**config.mk**
```make
export PLATFORM = sky130hd
export DESIGN_NAME = demux_1_8_deser_flat
export DESIGN_NICKNAME = d
export VERILOG_FILES = /design/src/rtl/demux_1_8_deser_if.sv /design/src/rtl/demux_1_8_deser.sv /design/src/flat_wrapper.sv
export SDC_FILE = /design/constraint.sdc
export NUM_CORES = 1
export LEC_CHECK = 0
export CORE_UTILIZATION = 50
export CTS_BUF_LIST = sky130_fd_sc_hd__clkbuf_8 sky130_fd_sc_hd__clkbuf_16
export CTS_CLUSTER_SIZE = 30
export DETAILED_ROUTE_END_ITERATION = 10
export GPL_TIMING_DRIVEN = 1
export HOLD_SLACK_MARGIN = 0.08
export PLACE_DENSITY = 0.79
export SYNTH_ARGS = -nofsm -noshare
export SYNTH_HDL_FRONTEND = slang
export SYNTH_SLANG_ARGS = --single-unit
```
**constraint.sdc**
```tcl
create_clock -name clk -period 4 [get_ports clk]
set_input_delay 1.2 -clock clk [delete_from_list [all_inputs] [get_ports clk]]
set_output_delay 1.2 -clock clk [all_outputs]
set_load 0.05 [all_outputs]
```
**src/rtl/demux_1_8_deser_if.sv**
```systemverilog
// demux_1_8_deser_if: serial bit input and parallel frame output bundle
interface demux_1_8_deser_if #(parameter int N = 8);
    localparam int SEL_W = $clog2(N);
    logic din;
    logic din_valid;
    logic sync;
    logic [N-1:0] dout;
    logic dout_valid;
    logic [SEL_W-1:0] sel;
    logic frame_err;
    logic [7:0] frame_cnt;
    modport master (output din, din_valid, sync, input dout, dout_valid, sel, frame_err, frame_cnt);
    modport slave (input din, din_valid, sync, output dout, dout_valid, sel, frame_err, frame_cnt);
endinterface

```
**src/rtl/demux_1_8_deser.sv**
```systemverilog
// demux_1_8_deser: 1:N serial-to-parallel deserializer with frame strobe and resync detection
module demux_1_8_deser #(parameter int N = 8) (
    input logic clk,
    input logic rst,
    demux_1_8_deser_if.slave bus
);
    localparam int SEL_W = $clog2(N);
    logic [SEL_W-1:0] sel;
    logic [N-2:0] shadow;
    logic [N-1:0] dout;
    logic dout_valid;
    logic frame_err;
    logic [7:0] frame_cnt;
    logic last;
    assign last = sel == SEL_W'(N - 1);
    // the last lane bypasses the shadow so the frame is presented the cycle after its final bit
    always_ff @(posedge clk or posedge rst) begin
        if (rst) begin
            sel <= '0;
            shadow <= '0;
            dout <= '0;
            dout_valid <= 1'b0;
            frame_err <= 1'b0;
            frame_cnt <= '0;
        end else begin
            dout_valid <= 1'b0;
            frame_err <= 1'b0;
            if (bus.din_valid) begin
                if (bus.sync) begin
                    shadow[0] <= bus.din;
                    sel <= SEL_W'(1);
                    frame_err <= sel != '0;
                end else if (last) begin
                    dout <= {bus.din, shadow};
                    dout_valid <= 1'b1;
                    sel <= '0;
                    frame_cnt <= frame_cnt + 8'd1;
                end else begin
                    shadow[sel] <= bus.din;
                    sel <= sel + SEL_W'(1);
                end
            end
        end
    end
    assign bus.dout = dout;
    assign bus.dout_valid = dout_valid;
    assign bus.sel = sel;
    assign bus.frame_err = frame_err;
    assign bus.frame_cnt = frame_cnt;
endmodule

```
**src/flat_wrapper.sv**
```systemverilog
// flat-port wrapper written by rule: the top's interface ports become plain ports
module demux_1_8_deser_flat 
#(parameter int N = 8)
  (clk, rst, bus_din, bus_din_valid, bus_sync, bus_dout, bus_dout_valid, bus_sel, bus_frame_err, bus_frame_cnt);
  demux_1_8_deser_if #(.N(N)) bus_i ();
  input logic clk;
  input logic rst;
  input wire logic [$bits(bus_i.din)-1:0] bus_din;
  input wire logic [$bits(bus_i.din_valid)-1:0] bus_din_valid;
  input wire logic [$bits(bus_i.sync)-1:0] bus_sync;
  output wire logic [$bits(bus_i.dout)-1:0] bus_dout;
  output wire logic [$bits(bus_i.dout_valid)-1:0] bus_dout_valid;
  output wire logic [$bits(bus_i.sel)-1:0] bus_sel;
  output wire logic [$bits(bus_i.frame_err)-1:0] bus_frame_err;
  output wire logic [$bits(bus_i.frame_cnt)-1:0] bus_frame_cnt;
  assign bus_i.din = bus_din;
  assign bus_i.din_valid = bus_din_valid;
  assign bus_i.sync = bus_sync;
  assign bus_dout = bus_i.dout;
  assign bus_dout_valid = bus_i.dout_valid;
  assign bus_sel = bus_i.sel;
  assign bus_frame_err = bus_i.frame_err;
  assign bus_frame_cnt = bus_i.frame_cnt;
  demux_1_8_deser #(.N(N)) u_core (.clk(clk), .rst(rst), .bus(bus_i));
endmodule
```
---- Yosys cells after proc, flatten, opt, wreduce, memory -nomap -nowiden ----
Index checks and enable logic that the tools add are counted.
W data, S select, Z words.
storage, ports and cells
  memories ................................ 0
  word-level logic and storage cells ...... 32
  bits of input ports ..................... 5
  bits in latches ......................... 0
  RAM bits ................................ 0
  bits in read-only memories .............. 0
  bits in registers ....................... 28
cells by class
  add/subtract/negate cells ............... 2
  multipliers ............................. 0
  reduce and logical (&&, ||, !) cells .... 5
  div/mod/pow operators ................... 0
  eq/ne operators ......................... 2
  shift operators ......................... 0
  mux-type cells .......................... 12
  bitwise operators ....................... 2
  order comparisons ....................... 2
operators with widths
  kind                   count
  $add A8 B1 Y8 const B  1
  $mux W1                8
  $bwmux W7              1
  $mux W3                2
  $reduce_and A3 Y1      2
  $lt A3 B4 Y1 const B   1
  $add A3 B1 Y3 const B  1
  $demux W1 S3           1
  $eq A3 B3 Y1 const B   1
  $ge A3 B1 Y1 const B   1
  $reduce_bool A3 Y1     1
  $ne A2 B2 Y1 const B   1
  $not A1 Y1             2
  $reduce_and A2 Y1      1
  $logic_and A1 B1 Y1    1

---- Depth between registers and ports, before layout ----
Gate-level depths: netlist of the first run.
  depth after elaboration ................. 7
  mapped depth ............................ 7
  mapped depth without buffers ............ 6

---- Worst setup path after synthesis of the first run ----
No wires, ideal clock.
  path type ............................... input to register
  from .................................... in bus_din_valid
  to ...................................... reg u_core.shadow[1]
  setup time .............................. 0.125 ns
  stages .................................. 4
  setup slack ............................. 1.916 ns
  arrival ................................. 1.959 ns
  cells stage by stage .................... buf_4 and4bb_2 nand3_1 mux2_4
on the way
  longest elaborated chain between the ends .. 1
ends and longest elaborated chain
  what                                RTL line               text
  start, declared                     flat_wrapper.sv:9      input wire logic [$bits(bus_i.din_valid)-1:0] bus_din_valid;
  $reduce_and A3 Y1 (no source line)  -
  end signal, assigned by index       demux_1_8_deser.sv:39  shadow[sel] <= bus.din;
  end, declared                       demux_1_8_deser.sv:9   logic [N-2:0] shadow;
Every way passes these cells.
A chain may end at the register's enable or synchronous reset.

---- Worst setup path in the final report of the first run ----
  from .................................... reg u_core.sel[0] (netlist: u_core.bus.sel[0])
  to ...................................... out bus_sel[0]
RTL lines
  what                    RTL line               text
  start, declared         demux_1_8_deser.sv:8   logic [SEL_W-1:0] sel;
  start signal, assigned  demux_1_8_deser.sv:40  sel <= sel + SEL_W'(1);
  end, declared           flat_wrapper.sv:13     output wire logic [$bits(bus_i.sel)-1:0] bus_sel;
No word-level cell between the ends.

==> results of run 1 <==
logic make-up (layout without fill, tap and decap cells):
| family | Yosys count | count (layout) | share of synthesized area |
|---|---|---|---|
| AOI/OAI and AO/OA | 6 | 6 | 0.0243 |
| DFF | 28 | 28 | 0.568 |
| xor gates and xnor gates | 7 | 7 | 0.0497 |
| and+or+nand+nor | 53 | 53 | 0.216 |
| buffers and inverters | 8 | 34 | 0.0314 |
| adders and majority gates | 4 | 4 | 0.0406 |
| muxes | 7 | 7 | 0.0700 |
routing by layer:
| layer | up-vias | routed length [microns] |
|---|---|---|
| met5 | - | 0 |
| met4 | 0 | 34 |
| met3 | 6 | 96 |
| met2 | 30 | 1100 |
| met1 | 425 | 1040 |
| li1 | 425 | - |
cell type report:
type | count | area share
repair buffers | 26 | 0.167
flip-flops and latches | 28 | 0.453
multi-input cells | 77 | 0.319
clock buffers | 3 | 0.0267
inverters | 5 | 0.0121
well taps | 28 | 0.0226
state kept, by name, indices dropped and copies added (netlist names):
register	count
u_core.bus.dout	8
u_core.bus.dout_valid	1
u_core.bus.frame_cnt	8
u_core.bus.frame_err	1
u_core.bus.sel	3
u_core.shadow	7
layout by cell type (no fill, tap or decap):
master           Yosys  layout
o21ai_0              5       5
nor3_1               2       2
clkdlybuf4s50_1      0      25
nand4_1              3       3
and4bb_2             1       1
inv_1                5       5
xor2_1               3       3
dfrtp_1             28      28
xnor2_1              4       4
a21oi_1              1       1
mux2_1               2       2
nor2b_1              2       2
nand2_1             34      34
buf_4                2       1
nor2_1               2       2
ha_1                 4       4
nor4b_4              1       1
clkbuf_8             0       3
mux2_4               2       2
nor4_1               1       1
nand3b_1             2       2
nand4bb_1            1       1
nand3_1              3       3
and3_1               1       1
mux2_2               3       3
per-stage QoR:
step	util	instances	setup WS, ns	instance area [sq um]	hold WS [ns]
floorplan	-	113	1.92	1230	0.433
global placement	0.662	164	1.20	1510	0.457
detailed placement	0.662	164	1.12	1510	0.463
CTS	0.680	167	1.17	1550	0.485
global route	0.680	167	1.11	1550	0.505
finish	0.680	167	1.17	1550	0.479
final timing paths:
check,from,end,slack (ns),depth (start not counted)
min in group asynchronous,rst,u_core.bus.frame_cnt[7],1.46,2
hold reg to reg,u_core.bus.frame_cnt[7],u_core.bus.frame_cnt[7],0.48,1
setup reg to reg,u_core.bus.sel[0],u_core.bus.frame_cnt[4],2.02,7
max in group asynchronous,rst,u_core.bus.dout[0],1.92,2
setup / recovery,u_core.bus.sel[0],bus_sel[0],1.17,1
hold / removal,u_core.bus.frame_cnt[7],u_core.bus.frame_cnt[7],0.48,1
where the power goes:
group          leakage (nW)  switching, W  internal (W)
Sequential            0.375     0.0000387      0.000329
Clock                0.0216     0.0000799     0.0000675
Combinational         0.356      0.000117     0.0000772
Total                 0.752      0.000236      0.000474
==> results.toml, run 1 <==
[global_route]
grt_max_degree = 29
grt_overflow = 0
gr-usage-all-layers = 0.199
grt_use_met3 = 0.0380
grt_first_pass_wirelength_microns = 3820
use_met1 = 0.268
grt_pass1_vias = 846
met2_usage = 0.316
busiest_layer = "met2"
antenna_found_initial = 0

[drt]
ant_nets = 0
drc = 0
vias = 886
routed_wl_microns = 2260
dr.pass1.iters = 4
wl_per_cell_microns = 13.5
vias_per_cell = 5.31
initialDrtViolationCount = 14

[place]
place_hpwl_microns = 1640
port_buffers = 25
gp_congestion = 0.793

[finish]
n_antenna_cell = 0
seqCellArea_sq_um = 701
area_growth_pct = 25.5
multi_input_area_sq_um = 494
drive_above_1_share = 0.0791
fillers = 192
layout.nets = 150

[min_path]
hold_path_class = "reg2reg"

[synth]
synth_most_common_cell = "nand2_1"
synth_cells = 113
yosys.area.top_type = "dfrtp_1"
ys_seq_elements = 28
synth_ff_type = "dfrtp_1"
yosysUniqueCellTypes = 24
synth_area_sq_um = 1230
yosysWarnings = 0
synth_top_area_share = 0.568
synth_edf_count = 0
synthTopCellsByArea = "dfrtp_1, nand2_1, ha_1"
avgSynthCellArea_sq_um = 10.9
synth_common_cells = "nand2_1, dfrtp_1, inv_1, o21ai_0"
syn-num-nets = 122
ys_seq_area_frac = 0.568
async_flop_share = 1.00

[power]
leakagePower_nw = 0.752
ir_worst_vdd_mv = 0.366
total_power_w = 0.000710
pwr_density_cell_nw_per_um2 = 458

[clock_network]
htreeDepth = 1
cts_hold_buffers = 0
post-cts-setup-buffers = 0
cts_tree = "yes"
cts.sinks = 28
numCtsBuffers = 3
ctsResizeCount = 0
root_buffer = "clkbuf_8"
clkLatencyLatePin_ns = 0.27
clk_pin_slew_ns = 0.09
cts.path.max_buffers = 2

[worst_setup_path]
crit_family = "buffers and inverters"
cp_slowest_cell = "clkdlybuf4s50_1"
worst_path_largest_cell_delay_ns = 0.86
crit_type = "reg2out"
path_cells = "clkdlybuf4s50_1"
critPathLaunchType = "flip-flop"
critPathBufInv = 1
end_kind = "output pin"
cp.required_ns = 2.80
critical_path_arrival_ns = 1.63
worst-path-max-fanout = 7

[floorplan]
dieArea_sq_um = 2670
core_area_sq_um = 2280
die_h_microns = 51.7
start_util = 0.542
io_pins = 26
rows = 17
die_x_microns = 51.7

[timing]
final.setup_skew_ns = 0.00244
hold_viol = 0
setup_viol = 0
period_needed_ns = 2.83
slew_headroom = 0.330
rsz0062_at_grt = "false"
fmax_ghz = 0.354
finalMaxSlewViolations = 0
setup-tns-final_ns = 0
tightest_slew_ns = 1.00
post-route-period-util = 0.707

[status]
status = "complete, no violations"

[job]
max-cap-violations = 0
(Power assumes the default switching activity.)
==> run 2: changes to the inputs <==
- CORE_UTILIZATION: 50 -> 44
- PLACE_DENSITY: 0.79 -> 0.73
- clock period: 4 -> 2.5 ns (I/O delays scaled with it)
==> results.toml, run 2 (synthesis gave the netlist of run 1 again) <==
[clock_network]
clkLatencyLatePin_ns = 0.27
clk_pin_slew_ns = 0.09
root_buffer = "clkbuf_8"
cts.sinks = 28
cts_hold_buffers = 0
cts_tree = "yes"
cts.path.max_buffers = 2
numCtsBuffers = 3
ctsResizeCount = 0
htreeDepth = 1
post-cts-setup-buffers = 0

[timing]
setup_viol = 0
finalMaxSlewViolations = 0
rsz0062_at_grt = "false"
tightest_slew_ns = 0.500
setup-tns-final_ns = 0
slew_headroom = 0.665
final.setup_skew_ns = 0.00338
whs_ns = 0.471
hold_viol = 0
period_needed_ns = 2.41
fmax_ghz = 0.415
post-route-period-util = 0.963

[power]
p_sw_w = 0.000375
ir_worst_vdd_mv = 0.593
p_clk_frac = 0.282
swShare = 0.302
pwr_density_cell_nw_per_um2 = 777
pwr-share-comb = 0.251
internal_power_w = 0.000865
power_frac_seq = 0.468
leakagePower_nw = 0.777

[drt]
vias_per_cell = 5.12
routed_wl_microns = 2230
vias = 880
dr.pass1.iters = 4
initialDrtViolationCount = 10
ant_nets = 0
wl_per_cell_microns = 13.0
drc = 0

[status]
status = "complete, no violations"

[finish]
drive_above_1_share = 0.0986
area_growth_pct = 29.3
layout.nets = 152
final_cell_mix = "nand2_1, dfrtp_1, clkdlybuf4s50_1, inv_1, o21ai_0"
utilization = 0.621
layout.cells.non_filler = 172
layout_commonest_cell = "nand2_1"
n_antenna_cell = 0
reg_top3 = "u_core.bus.dout x8, u_core.bus.frame_cnt x8, u_core.shadow x7"

[floorplan]
dieArea_sq_um = 3020
die_x_microns = 55.0
rows = 18
die_h_microns = 55.0
io_pins = 26
start_util = 0.481
core_area_sq_um = 2570

[place]
gp_congestion = 0.803
port_buffers = 25
placed_cells = 168
place_hpwl_microns = 1610

[global_route]
gr-usage-all-layers = 0.176
grt_pass1_vias = 803
grt_max_degree = 29
antenna_found_initial = 0
grt_overflow = 0
grt_first_pass_wirelength_microns = 3740

[worst_setup_path]
critPathLaunchType = "flip-flop"
cp.required_ns = 1.75
worst_path_largest_cell_delay_ns = 0.86
crit_family = "buffers and inverters"
critPathBufInv = 1
path_cells = "clkdlybuf4s50_1"
end_kind = "output pin"
crit_type = "reg2out"
worst-path-max-fanout = 7
cp_slowest_cell = "clkdlybuf4s50_1"
critical_path_arrival_ns = 1.66

[job]
max-cap-violations = 0

[min_path]
hold_path_class = "reg2reg"
run 2: worst paths after layout:
path	slack, ns	endpoint	start	depth (start not counted)
min in group asynchronous	0.85	u_core.bus.frame_err	rst	3
min reg2reg	0.47	u_core.bus.dout[0]	u_core.shadow[0]	2
min	0.47	u_core.bus.dout[0]	u_core.shadow[0]	2
max	0.09	bus_sel[0]	u_core.bus.sel[0]	1
max in group asynchronous	1.39	u_core.shadow[1]	rst	3
max reg2reg	0.56	u_core.bus.frame_cnt[4]	u_core.bus.sel[0]	6
run 2: worst register-to-register path: cells and delay by family (launching register included):
kind,cells,cell delay [ns]
DFF,1,0.52
adders and majority gates,2,0.49
and+or+nand+nor,2,0.44
buffers and inverters,1,0.20
xor gates and xnor gates,1,0.17
run 2: power by group through the flow:
stage          clock network, W  logic, W  registers, W
2_1_floorplan                 0  0.000103      0.000693
3_3_place_gp                  0  0.000307      0.000585
3_5_place_dp                  0  0.000314      0.000589
4_1_cts                0.000353  0.000315      0.000580
5_1_grt                0.000372  0.000338      0.000591
6_report               0.000349  0.000311      0.000580
run 2: per-layer routing:
| metal | GRT usage | vias to the layer above | share of wire |
|---|---|---|---|
| met3 | 0.0273 | 2 | 0.028 |
| met5 | 0 | - | 0 |
| met1 | 0.258 | 427 | 0.50 |
| met4 | 0.0625 | 0 | 0.0045 |
| met2 | 0.261 | 18 | 0.47 |
| li1 | - | 433 | - |
run 2: cell type report:
cell class	instances	area, sq um
clock buffers	3	41.3
clock inverters	1	30.0
fillers	229	972
inverters	5	18.8
multi-input cells	77	494
flip-flops and latches	28	701
well taps	30	37.5
repair buffers	28	273
run 2: stage by stage:
step / area, sq um / power, W / worst slack (ns)
finish: 1600 / 0.00124 / 0.0928
global route: 1600 / 0.00130 / 0.0474
CTS: 1600 / 0.00125 / 0.0852
detailed placement: 1520 / 0.000903 / 0.181
global placement: 1520 / 0.000892 / 0.239
floorplan: 1230 / 0.000796 / 0.462
